[config.mk]
export PLATFORM = sky130hd
export DESIGN_NAME = xbuf_host_scheduler
export DESIGN_NICKNAME = d
export VERILOG_FILES = /design/src/rtl/xbuf_pkg.sv /design/src/rtl/rr_arbiter2.sv /design/src/rtl/xbuf_host_scheduler.sv
export SDC_FILE = /design/constraint.sdc
export NUM_CORES = 1
export LEC_CHECK = 0
export CAP_MARGIN = 20
export CORE_MARGIN = 3
export CORE_UTILIZATION = 45
export CTS_BUF_LIST = sky130_fd_sc_hd__clkbuf_8 sky130_fd_sc_hd__clkbuf_16
export DETAILED_ROUTE_END_ITERATION = 7
export GPL_ROUTABILITY_DRIVEN = 1
export PLACE_DENSITY_LB_ADDON = 0.1
export SYNTH_ARGS = -nofsm -noshare
export SYNTH_HDL_FRONTEND = slang
export SYNTH_SLANG_ARGS = --single-unit
export TNS_END_PERCENT = 1
[constraint.sdc]
create_clock -name clock_host -period 4.3 [get_ports clock_host]
set_input_delay 0.43 -clock clock_host [delete_from_list [all_inputs] [get_ports clock_host]]
set_output_delay 0.43 -clock clock_host [all_outputs]
set_load 0.01 [all_outputs]
[src/rtl/xbuf_pkg.sv]
// Shared types and default sizing for the transfer-buffer host-side scheduler.
package xbuf_pkg;

  localparam int unsigned WORDS_PER_BURST_DEF = 1024;
  localparam int unsigned GS_WIDTH_DEF        = 8;
  localparam int unsigned MAX_BUFQ_DEPTH      = 4;

  typedef enum logic [2:0] {
    ST_IDLE   = 3'd0,
    ST_STATUS = 3'd1,
    ST_CHECK  = 3'd2,
    ST_BURST  = 3'd3,
    ST_DONE   = 3'd4
  } state_t;

endpackage

[src/rtl/rr_arbiter2.sv]
// Two-requester round-robin picker; the pointer moves away from the last served requester.
module rr_arbiter2 (
  input  logic       clock_host,
  input  logic       reset,
  input  logic [1:0] req,
  input  logic       update,
  input  logic       winner,
  output logic       grant_idx_c
);

  logic rr;

  always_ff @(posedge clock_host) begin
    if (reset) begin
      rr <= 1'b0;
    end else if (update) begin
      rr <= ~winner;
    end
  end

  // Pointer only breaks ties; a lone requester always wins.
  always_comb begin
    grant_idx_c = 1'b0;
    unique case (req)
      2'b01:   grant_idx_c = 1'b0;
      2'b10:   grant_idx_c = 1'b1;
      2'b11:   grant_idx_c = rr;
      default: grant_idx_c = 1'b0;
    endcase
  end

endmodule

[src/rtl/xbuf_host_scheduler.sv]
// Host-side scheduler: arbitrates two requesters, checks buffer status, then runs one
// fixed-length burst on the buffer host port and signals completion.
module xbuf_host_scheduler
  import xbuf_pkg::*;
#(
  parameter int unsigned WORDS_PER_BURST = WORDS_PER_BURST_DEF,
  parameter int unsigned GS_WIDTH        = GS_WIDTH_DEF
) (
  input  logic                clock_host,
  input  logic                reset,
  input  logic [1:0]          req,
  input  logic [1:0]          req_write,
  input  logic [GS_WIDTH-1:0] gs_out,
  input  logic                gs_out_enable,
  output logic [1:0]          gnt,
  output logic [1:0]          done,
  output logic                word_strobe,
  output logic                host_select,
  output logic                hwrite_enable,
  output logic                gs_select,
  output logic                gs_write_enable,
  output logic                busy
);

  localparam int unsigned       BEAT_W    = $clog2(WORDS_PER_BURST) + 1;
  localparam logic [BEAT_W-1:0] LAST_BEAT = BEAT_W'(WORDS_PER_BURST - 1);

  state_t            state, state_nxt;
  logic              win_idx, win_idx_nxt;
  logic              win_dir, win_dir_nxt;
  logic [BEAT_W-1:0] beat, beat_nxt;
  logic              arb_idx;
  logic              gs_ok;
  logic              rr_update;

  logic [1:0] gnt_d, done_d;
  logic       word_strobe_d, host_select_d, hwrite_enable_d;
  logic       gs_select_d, gs_write_enable_d, busy_d;

  assign gs_ok     = gs_out_enable && (gs_out != '0);
  assign rr_update = ((state == ST_CHECK) && !gs_ok) || (state == ST_DONE);

  rr_arbiter2 u_arb (
    .clock_host  (clock_host),
    .reset       (reset),
    .req         (req),
    .update      (rr_update),
    .winner      (win_idx),
    .grant_idx_c (arb_idx)
  );

  // State, latched winner and beat counter
  always_ff @(posedge clock_host) begin
    if (reset) begin
      state   <= ST_IDLE;
      win_idx <= 1'b0;
      win_dir <= 1'b0;
      beat    <= '0;
    end else begin
      state   <= state_nxt;
      win_idx <= win_idx_nxt;
      win_dir <= win_dir_nxt;
      beat    <= beat_nxt;
    end
  end

  // Next state; requester inputs are only looked at while idle
  always_comb begin
    state_nxt   = state;
    win_idx_nxt = win_idx;
    win_dir_nxt = win_dir;
    beat_nxt    = beat;
    unique case (state)
      ST_IDLE: begin
        if (|req) begin
          state_nxt   = ST_STATUS;
          win_idx_nxt = arb_idx;
          win_dir_nxt = req_write[arb_idx];
        end
      end
      ST_STATUS: state_nxt = ST_CHECK;
      ST_CHECK: begin
        if (gs_ok) begin
          state_nxt = ST_BURST;
          beat_nxt  = '0;
        end else begin
          state_nxt = ST_IDLE;
        end
      end
      ST_BURST: begin
        beat_nxt = beat + BEAT_W'(1);
        if (beat == LAST_BEAT) begin
          state_nxt = ST_DONE;
        end
      end
      ST_DONE: state_nxt = ST_IDLE;
      default: state_nxt = ST_IDLE;
    endcase
  end

  // Outputs decoded from the upcoming state so the registered ports line up with it
  always_comb begin
    gnt_d             = '0;
    done_d            = '0;
    word_strobe_d     = 1'b0;
    host_select_d     = 1'b0;
    hwrite_enable_d   = 1'b0;
    gs_select_d       = 1'b0;
    gs_write_enable_d = 1'b0;
    busy_d            = (state_nxt != ST_IDLE);
    unique case (state_nxt)
      ST_STATUS: begin
        gs_select_d       = 1'b1;
        gs_write_enable_d = win_dir_nxt;
      end
      ST_CHECK: gs_select_d = 1'b1;
      ST_BURST: begin
        gnt_d[win_idx_nxt] = 1'b1;
        host_select_d      = 1'b1;
        hwrite_enable_d    = win_dir_nxt;
        word_strobe_d      = 1'b1;
      end
      ST_DONE: done_d[win_idx_nxt] = 1'b1;
      default: begin
      end
    endcase
  end

  always_ff @(posedge clock_host) begin
    if (reset) begin
      gnt             <= '0;
      done            <= '0;
      word_strobe     <= 1'b0;
      host_select     <= 1'b0;
      hwrite_enable   <= 1'b0;
      gs_select       <= 1'b0;
      gs_write_enable <= 1'b0;
      busy            <= 1'b0;
    end else begin
      gnt             <= gnt_d;
      done            <= done_d;
      word_strobe     <= word_strobe_d;
      host_select     <= host_select_d;
      hwrite_enable   <= hwrite_enable_d;
      gs_select       <= gs_select_d;
      gs_write_enable <= gs_write_enable_d;
      busy            <= busy_d;
    end
  end

endmodule
==> flow_results.org, run 1 <==
** Clock tree
- Clock latency on the worst-skew pair, taken at its later pin, is roughly 260 ps.
- The number of hold buffers added after CTS was 0.
- In this run the deepest clock path goes through 2 buffers.
- Number of resized instances in the post-cts repair step :: 0
- Clk slew on worst S/H paths :: 80 ps
- Buffers inserted during clock tree synthesis total 3.
- Clock Root Buffer :: clkbuf_8
- The clock drives 26 sinks.
- Post-CTS Setup Inserts :: 0
- CTS built an H-tree with a depth of 1.
- CTS tree :: built

** Layout
- Once layout is complete, the utilization of the core stands at 62.2%.
- In the final design database the tool counted 168 nets.
- From synthesis to final layout, the design area changed by 24.7%.
- Filler-free cell count of the finished design :: 179
- Antenna diode count :: 0
- The layout has 200 filler cells.
- Layout cell share with drive strength beyond 1 :: approximately 6%

** Worst setup path
- Setup slack on the worst reg-to-reg path comes out at 2600 ps.
- Together, buffers and inverters on the worst path number 1.
- The cell family contributing the most delay on the critical path is compound AO/OA/AOI/OAI gates.
- Reg-to-reg critical path endpoint :: done[1]
- STA classifies the critical path startpoint as an input pin.
- Walking the worst path, the cells encountered are clkdlybuf4s50_1 -> nor4_1 -> a21oi_1 -> o21ai_0 -> a211oi_1.
- STA classifies the critical path endpoint as a register.
- Worst Path Max Fanout :: 4
- Classification of the worst setup path :: input pin to register
- On the worst path, the slowest cell contributes a delay of 440 ps.
- Data on the critical path is required at its endpoint by 4440 ps.
- Critical-path top delay cell :: o21ai_0
- Data arrives at the worst endpoint at 1980 ps.
- The startpoint identified for the worst register-to-register timing path is state[1].
- For the worst flop-to-flop path, the logic depth is 4.

** Placement
- Counting tap cells, the placed design contains a total of roughly 180 instances.
- Port Buf Inserts :: 24
- Estimated wirelength of the detail-placed design :: 1810 um
- Final weighted congestion in routability-driven placement :: 0.754
- Place WS :: 2170 ps

** Route
- The first detailed-routing pass ran for 5 iterations.
- Detailed routing placed a total of roughly 1300 um of wire on met2.
- The count of nets left with antenna violations once routing finished came out at 0.
- After detailed routing, the average wire length per cell comes to roughly 14 um.
- In this run, the number of DRC markers left after iteration 0 of detailed routing was 16.
- Post-detailed-route via-to-cell ratio :: around 5.6
- Met1 wire length :: around 1100 um
- After detailed routing, the total wire length is 2430 um.
- Routed signal wires occupy layers up through met4.
- Via total after detailed routing :: roughly 1000
- In the routed design, unresolved DRC markers number 0.
- DR WL met3 :: 89 um

** STA
- The hold violation count in the final report was 0.
- Setup violators final :: 0
- Headroom to the max-slew limit came out at ~47%.
- Unrepaired setup endpoints after global routing :: false
- Based on the critical path, the design can be clocked at up to 542 MHz.
- Of the available clock period, the critical path in the final layout requires 42.9%.
- Worst path setup slack after routing :: 2450 ps
- Shortest clock period the worst path allows after layout :: 1850 ps
- Total negative slack :: 0 ps
- For the pin with the worst max-slew slack, the measured transition is 800 ps.
- Between clock sinks in the finished design, the worst skew comes to a little under 4 ps.
- Across all hold checks on the routed design, the worst slack comes to about 500 ps.
- Final max-slew violation count :: 0

** Power and ir drop
- Registers are responsible for 53.6% of the overall power.
- Cell internal power was estimated by the tool at about 380 uW.
- The analysis attributes to cell leakage a power of 0.549 nW.
- Maximum VDD drop :: between 0.2 and 0.3 mV
- Net switching fraction of the power :: around a quarter
- PD cells :: 339 nW/um^2
- The share of total power dissipated in combinational logic is 15.5%.
- Clock network fraction of design power :: a little under a third
- Total net switching power :: roughly 120 uW

** GRT
- Largest net degree at the start of global routing :: 23
- Initial antenna violation count :: 0
- Global routing used between 15 and 20% of the available tracks.
- The number of global-route vias before repair came to 953.
- Global-route wire length before repair :: 4080 um
- Sum of overflow across all layers after global routing :: 0

** Synthesis
- When the netlist entered floorplanning its net count stood at approximately 150.
- The cell count after synthesis came out at 130.
- The synthesized design contains 0 enable-type register cells.
- The average instance in the mapped netlist occupies 8.98 um^2.
- Cell area after technology mapping :: 1170 um^2
- Ys flop type :: dfxtp_1
- During synthesis, Yosys emitted a total of 0 warnings.
- Fraction of registers with async set/reset :: 0%
- Yosys reg bits :: 26
- Number of unique standard cell types used by synthesis :: 40
- Sequential element share of the synthesized area :: 44.6%

** Floorplan
- In this run the standard cell core region covers 2340 um^2.
- Width of the die :: 56.9 um
- # rows :: 17
- 25 I/O pins were placed.
- Height of the die :: 56.9 um
- The initial utilization of the core area, before any placement, comes to 49.9%.
- Total Die Area :: 3240 um^2

** Worst hold path
- Class of the tightest hold or removal check :: register to register
- In this run the most critical hold path is launched from beat[6].
- The worst hold path terminates at beat[6].
- Cell count of the worst hold path :: 1

** Run
- Across the run, the number of max-cap violations was 0.

** Run status
- Outcome :: finished, final reports clean
## routing by layer
| layer | up-vias | GRT usage (%) |
|---|---|---|
| li1 | 517 | - |
| met3 | 2 | 3.39 |
| met5 | - | 0 |
| met4 | 0 | 4.97 |
| met1 | 469 | 17.4 |
| met2 | 17 | 29.9 |
## power by group through the flow
stage | clock network, mW | logic, mW | registers [mW]
final | 0.153 | 0.0764 | 0.264
after floorplan | 0 | 0.0509 | 0.265
after global placement | 0 | 0.0755 | 0.269
after detailed placement | 0 | 0.0767 | 0.270
after global routing | 0.167 | 0.0847 | 0.266
after CTS | 0.159 | 0.0771 | 0.264
## cells by family after synthesis
family,synth area share (%)
AO/OA/AOI/OAI,17.9
XOR/XNOR,0.750
adder cells (fa/ha/maj),1.07
buffers and inverters,5.25
flip-flops,44.6
multiplexers,0.857
AND/OR/NAND/NOR,29.6
## final cells by class
class / instances / area (um^2) / area share, %
inverters: 5 / 18.8 / 1.29
flip-flops and latches: 26 / 520 / 35.8
multi-input cells: 92 / 586 / 40.2
clock buffers: 4 / 55.1 / 3.78
repair buffers: 24 / 240 / 16.5
well taps: 28 / 35.0 / 2.41
## cells in the mapped netlist (3+ instances only)
| library cell | number | area share, % |
|---|---|---|
| dfxtp_1 | 26 | 45 |
| nor2_1 | 12 | 3.9 |
| nor4_1 | 3 | 1.6 |
| buf_4 | 4 | 2.6 |
| nand2_1 | 10 | 3.2 |
| o21ai_0 | 6 | 2.6 |
| nor2b_1 | 3 | 1.6 |
| a211oi_1 | 3 | 1.9 |
| nand3_1 | 5 | 2.1 |
| nand4_1 | 3 | 1.6 |
| a21oi_1 | 9 | 3.9 |
| inv_1 | 5 | 1.6 |
| nand4b_1 | 4 | 3.0 |
| o31ai_1 | 4 | 2.6 |
## worst register-to-register path: stages (launching register included)
cell and delay (ps):
dfxtp_1 520, and3b_1 450, nand4_1 160, or3_1 390, nor2_1 120
## flip-flops by register name (all words and copies together), names as in the netlist
| signal | flops |
|---|---|
| host_select | 1 |
| busy | 1 |
| state | 3 |
| u_arb.rr | 1 |
| win_dir | 1 |
| gs_write_enable | 1 |
| gnt | 2 |
| gs_select | 1 |
| done | 2 |
| hwrite_enable | 1 |
| beat | 11 |
| win_idx | 1 |
## per-stage QoR
step,power [mW],cell area [um^2]
6_report,0.493,1460
5_1_grt,0.517,1460
4_1_cts,0.500,1460
3_5_place_dp,0.347,1400
3_3_place_gp,0.345,1400
2_1_floorplan,0.316,1170
## how the worst max path moves through the flow
stage	start	slack [ps]	endpoint	cells past startpoint
4_1_cts	gs_out[1]	2460	beat[7]	5
6_report	gs_out[5]	2450	hwrite_enable	5
3_5_place_dp	gs_out[1]	2170	hwrite_enable	5
3_3_place_gp	gs_out[1]	2180	hwrite_enable	5
2_1_floorplan	gs_out[1]	2790	gnt[0]	4
5_1_grt	gs_out[0]	2210	gnt[0]	5
## cell usage in the layout (no fill, tap or decap), types with 2 or more instances in the layout
cell type        Yosys  layout
nor2_1              12      12
nor4_1               3       3
dfxtp_1             26      26
nor3_1               2       2
and3_1               2       2
a21o_1               2       2
a311oi_1             2       2
inv_1                5       5
o21ai_0              6       6
nand3_1              5       5
nand4_1              3       3
a41oi_1              2       2
a211oi_1             3       3
nand2_1             10      10
a21oi_1              9       9
nand4b_1             4       4
nor2b_1              3       3
clkbuf_8             0       4
clkdlybuf4s50_1      0      24
or2_1                2       2
o31ai_1              4       4
No activity file was read; power rests on OpenSTA's default activity.
==> run 2, diff against run 1 <==
CORE_UTILIZATION = 44   (was 45)
clock period = 1.67 ns   (was 4.3 ns; I/O delays follow)
==> run 2 against run 1 <==
Effect of this change:
- count of clock-buffer cells in the layout down 1
- routed wire length up 4.6%
- clock power rose to 3.4 times the previous value
- sequential cell count unchanged
- worst setup slack worse by 2400 ps
- sequential share of layout area down 2.0 points
- sequential power rose to 2.6 times the previous value
- worst hold slack better by 1.8 ps
- die area up 2.0%
- final cell count up 6.1%
- total power rose to 2.9 times the previous value
==> flow_results.org, run 2 (same netlist as run 1, synthesis figures left out) <==
** Worst setup path
- The element type at the critical path start is a register (was input pin).
- The longest individual stage delay on the worst path was 350 ps (was 440 ps).
- Required arrival time at the worst endpoint :: 1860 ps (was 4440 ps)
- Data arrival, critical path :: 1770 ps (was 1980 ps)
- Worst r2r src :: beat[0] (was state[1])
- Critical path cell sequence :: ha_1 -> and3_2 -> a31oi_2 -> o21ai_0 -> buf_4 -> a211oi_1 (was clkdlybuf4s50_1 -> nor4_1 -> a21oi_1 -> o21ai_0 -> a211oi_1)
- Launching instance or port of the critical path :: beat[0] (was gs_out[5])
- Worst Path Max Fanout :: 5 (was 4)
- The cell with the largest stage delay on the worst path is dfxtp_2 (was o21ai_0).
- The start-to-end type of the worst setup path is register to register (was input pin to register).
- Worst Setup End Kind :: register (unchanged)
- The category of cells accounting for the largest share of critical-path delay was compound AO/OA/AOI/OAI gates (unchanged).
- Internal reg-to-reg setup slack :: 100 ps (was 2600 ps)
- The buffer and inverter count on the worst path was 1 (unchanged).

** GRT
- Initial antenna violation count :: 0 (unchanged)
- Sum of overflow across all layers after global routing :: 0 (unchanged)
- Global-route wire length before repair :: 4150 um (was 4080 um)
- Largest net degree at the start of global routing :: 17 (was 23)
- Number of global-route vias before repair :: 930 (was 953)
- The overall routing resource usage came to 16.1% (was 15.8%).

** Route
- Post-detailed-route via-to-cell ratio :: 5.56 (was 5.61)
- Average wire length per cell after detail routing :: 13.4 um (was 13.6 um)
- The number of violations reported at the end of detailed-routing iteration 0 was 33 (was 16).
- The DRC violations left was 0 (unchanged).
- The routed wire length is 2540 um (was 2430 um).
- Via total after detailed routing :: 1057 (was 1005)
- The first-pass iteration count of the detailed router came to 4 (was 5).
- Antenna viol nets, final :: 0 (unchanged)

** Clock tree
- The maximum clock insertion buffer count came to 2 (unchanged).
- The master cell of the clock root buffer is clkbuf_8 (unchanged).
- The number of H-tree levels is 1 (unchanged).
- Skew-Pair Late Insertion Delay :: 270 ps (was 260 ps)
- The clock sink count is 26 (unchanged).
- Clock buffer count from CTS :: 3 (unchanged)
- Post-CTS Setup Inserts :: 0 (unchanged)
- Clk slew on worst S/H paths :: 90 ps (was 80 ps)
- CTS tree :: built (unchanged)

** Placement
- The count of port buffers added during placement was 24 (unchanged).
- Estimated wirelength of the detail-placed design :: 1940 um (was 1810 um)
- Final weighted congestion in routability-driven placement :: 0.810 (was 0.754)

** STA
- Total negative slack :: 0 ps (unchanged)
- Unrepaired setup endpoints after global routing: false (unchanged).
- The final critical path takes up 94.3% of the cycle.
- Headroom to the max-slew limit :: 79.4% (was 46.5%)
- Actual transition at the worst max-transition pin :: 306 ps (was 800 ps)
- Setup violators final :: 0 (unchanged)
- Subtracting the final worst setup slack from the clock period gives 1570 ps.
- The max-slew violation count is 0 (unchanged).
- The hold violation count in the final report was 0 (unchanged).
- Timing would allow up to approximately 640 MHz.
- Max Clock Skew :: 7.99 ps (was 3.84 ps)

** Layout
- The relative area change from synthesis to final layout came to 32.8% (was 24.7%).
- The number of nets at the end of the flow came to 177 (was 168).
- The flip-flop count of the largest register, all copies and words added is 11 (unchanged).
- Antenna diode count :: 0 (unchanged)
- The share of cells above drive strength 1 came to 13.1% (was 5.96%).
- Most used cells in the layout excluding fill and tap cells: dfxtp_1, clkdlybuf4s50_1, nor2_1 (unchanged).
- Largest regs :: beat: 11 flops, state: 3 flops (unchanged)
- Register with the most flip-flops :: beat (unchanged)

** Run status
- Outcome: finished, final reports clean (unchanged).

** Power and ir drop
- Maximum VDD drop :: 0.794 mV (was 0.291 mV)
- Clock network fraction of design power :: 36.8% (was 30.9%)
- The overall power was 1.42 mW (was 493 uW).
- PD cells :: 913 nW/um^2 (was 339 nW/um^2)
- Sequential Power Share :: 48.0% (was 53.6%)
- Cell-internal power :: 1.09 mW (was 375 uW)
- The total leakage power was 0.601 nW (was 0.549 nW).
- Combinational group share of total power :: 15.2% (was 15.5%)
- Total net switching power :: 325 uW (was 118 uW)
- Net switching fraction of the power :: 23.0% (was 23.9%)

** Floorplan
- Width of the die :: 57.5 um (was 56.9 um)
- The count of pins on the block boundary is 25 (unchanged).
- Height of the die :: 57.5 um (was 56.9 um)
- Core box area :: 2500 um^2 (was 2340 um^2)
- Total Die Area :: 3310 um^2 (was 3240 um^2)
- The total number of placement rows came to 18 (was 17).
- The effective utilization at floorplan came to 46.7% (was 49.9%).

** Run
- Max_cap viols :: 0 (unchanged)

** Worst hold path
- Class of the tightest hold or removal check :: register to register (unchanged)
- Startpoint of the tightest hold check path :: beat[10] (was beat[6])
## run 2: cell count changes in the layout (fill, tap and decap cells not counted), sizes merged
| cell | delta |
|---|---|
| buf | +9 |
| clkbuf | -1 |
| bufinv | +1 |
## run 2: path summary, 6_finish.rpt
path                   endpoint  cells past startpoint
setup / recovery  hwrite_enable                      6
hold / removal         beat[10]                      2
setup reg to reg  hwrite_enable                      6
hold reg to reg        beat[10]                      2
## run 2: what timing repair did
item | 4_1_cts | 5_1_grt
gates resized for setup | 1 | 2
hold buffers | 0 | 0
setup endpoints to repair | 1 | 3
endpoints found under the hold margin | 0 | 0
## run 2: metal layers
metal	global-route usage (%)	up-vias	wire (um)
met5	0	-	0
met4	7.62	0	34
met3	3.17	4	132
met2	26.9	25	1270
met1	19.6	490	1100
li1	-	538	-
## run 2: power by group through the flow
stage               Clock [mW]  Sequential (mW)  Combinational, mW
global placement             0            0.692              0.211
detailed placement           0            0.694              0.215
floorplan                    0            0.683              0.131
CTS                      0.535            0.679              0.217
global route             0.555            0.686              0.233
finish                   0.521            0.680              0.215
## run 2: metrics by stage
stage | instances | hold WS (ps) | setup slack, ps | util (%) | area, um^2
finish | 190 | 499 | 96.0 | 62.0 | 1550
detailed placement | 186 | 483 | -55.4 | 58.8 | 1470
CTS | 190 | 500 | 68.8 | 61.9 | 1550
global placement | 186 | 476 | 26.0 | 58.8 | 1470
floorplan | 130 | 328 | 236 | - | 1170
global route | 190 | 544 | 9.60 | 62.0 | 1550
## run 2: tightest hold or removal path, delay by kind of cell, from the launching register on
kind | cells | cell delay (ps)
flip-flops | 1 | 330
AND/OR/NAND/NOR | 2 | 140
## run 2: area by class of cell
| type | count | area (um^2) |
|---|---|---|
| Inverter | 5 | 18.8 |
| Tap cell | 30 | 37.5 |
| Fill cell | 215 | 950 |
| Clock buffer | 3 | 41.3 |
| Clock inverter | 1 | 30.0 |
| Sequential cell | 26 | 523 |
| Multi-Input combinational cell | 92 | 592 |
| Timing Repair Buffer | 33 | 308 |
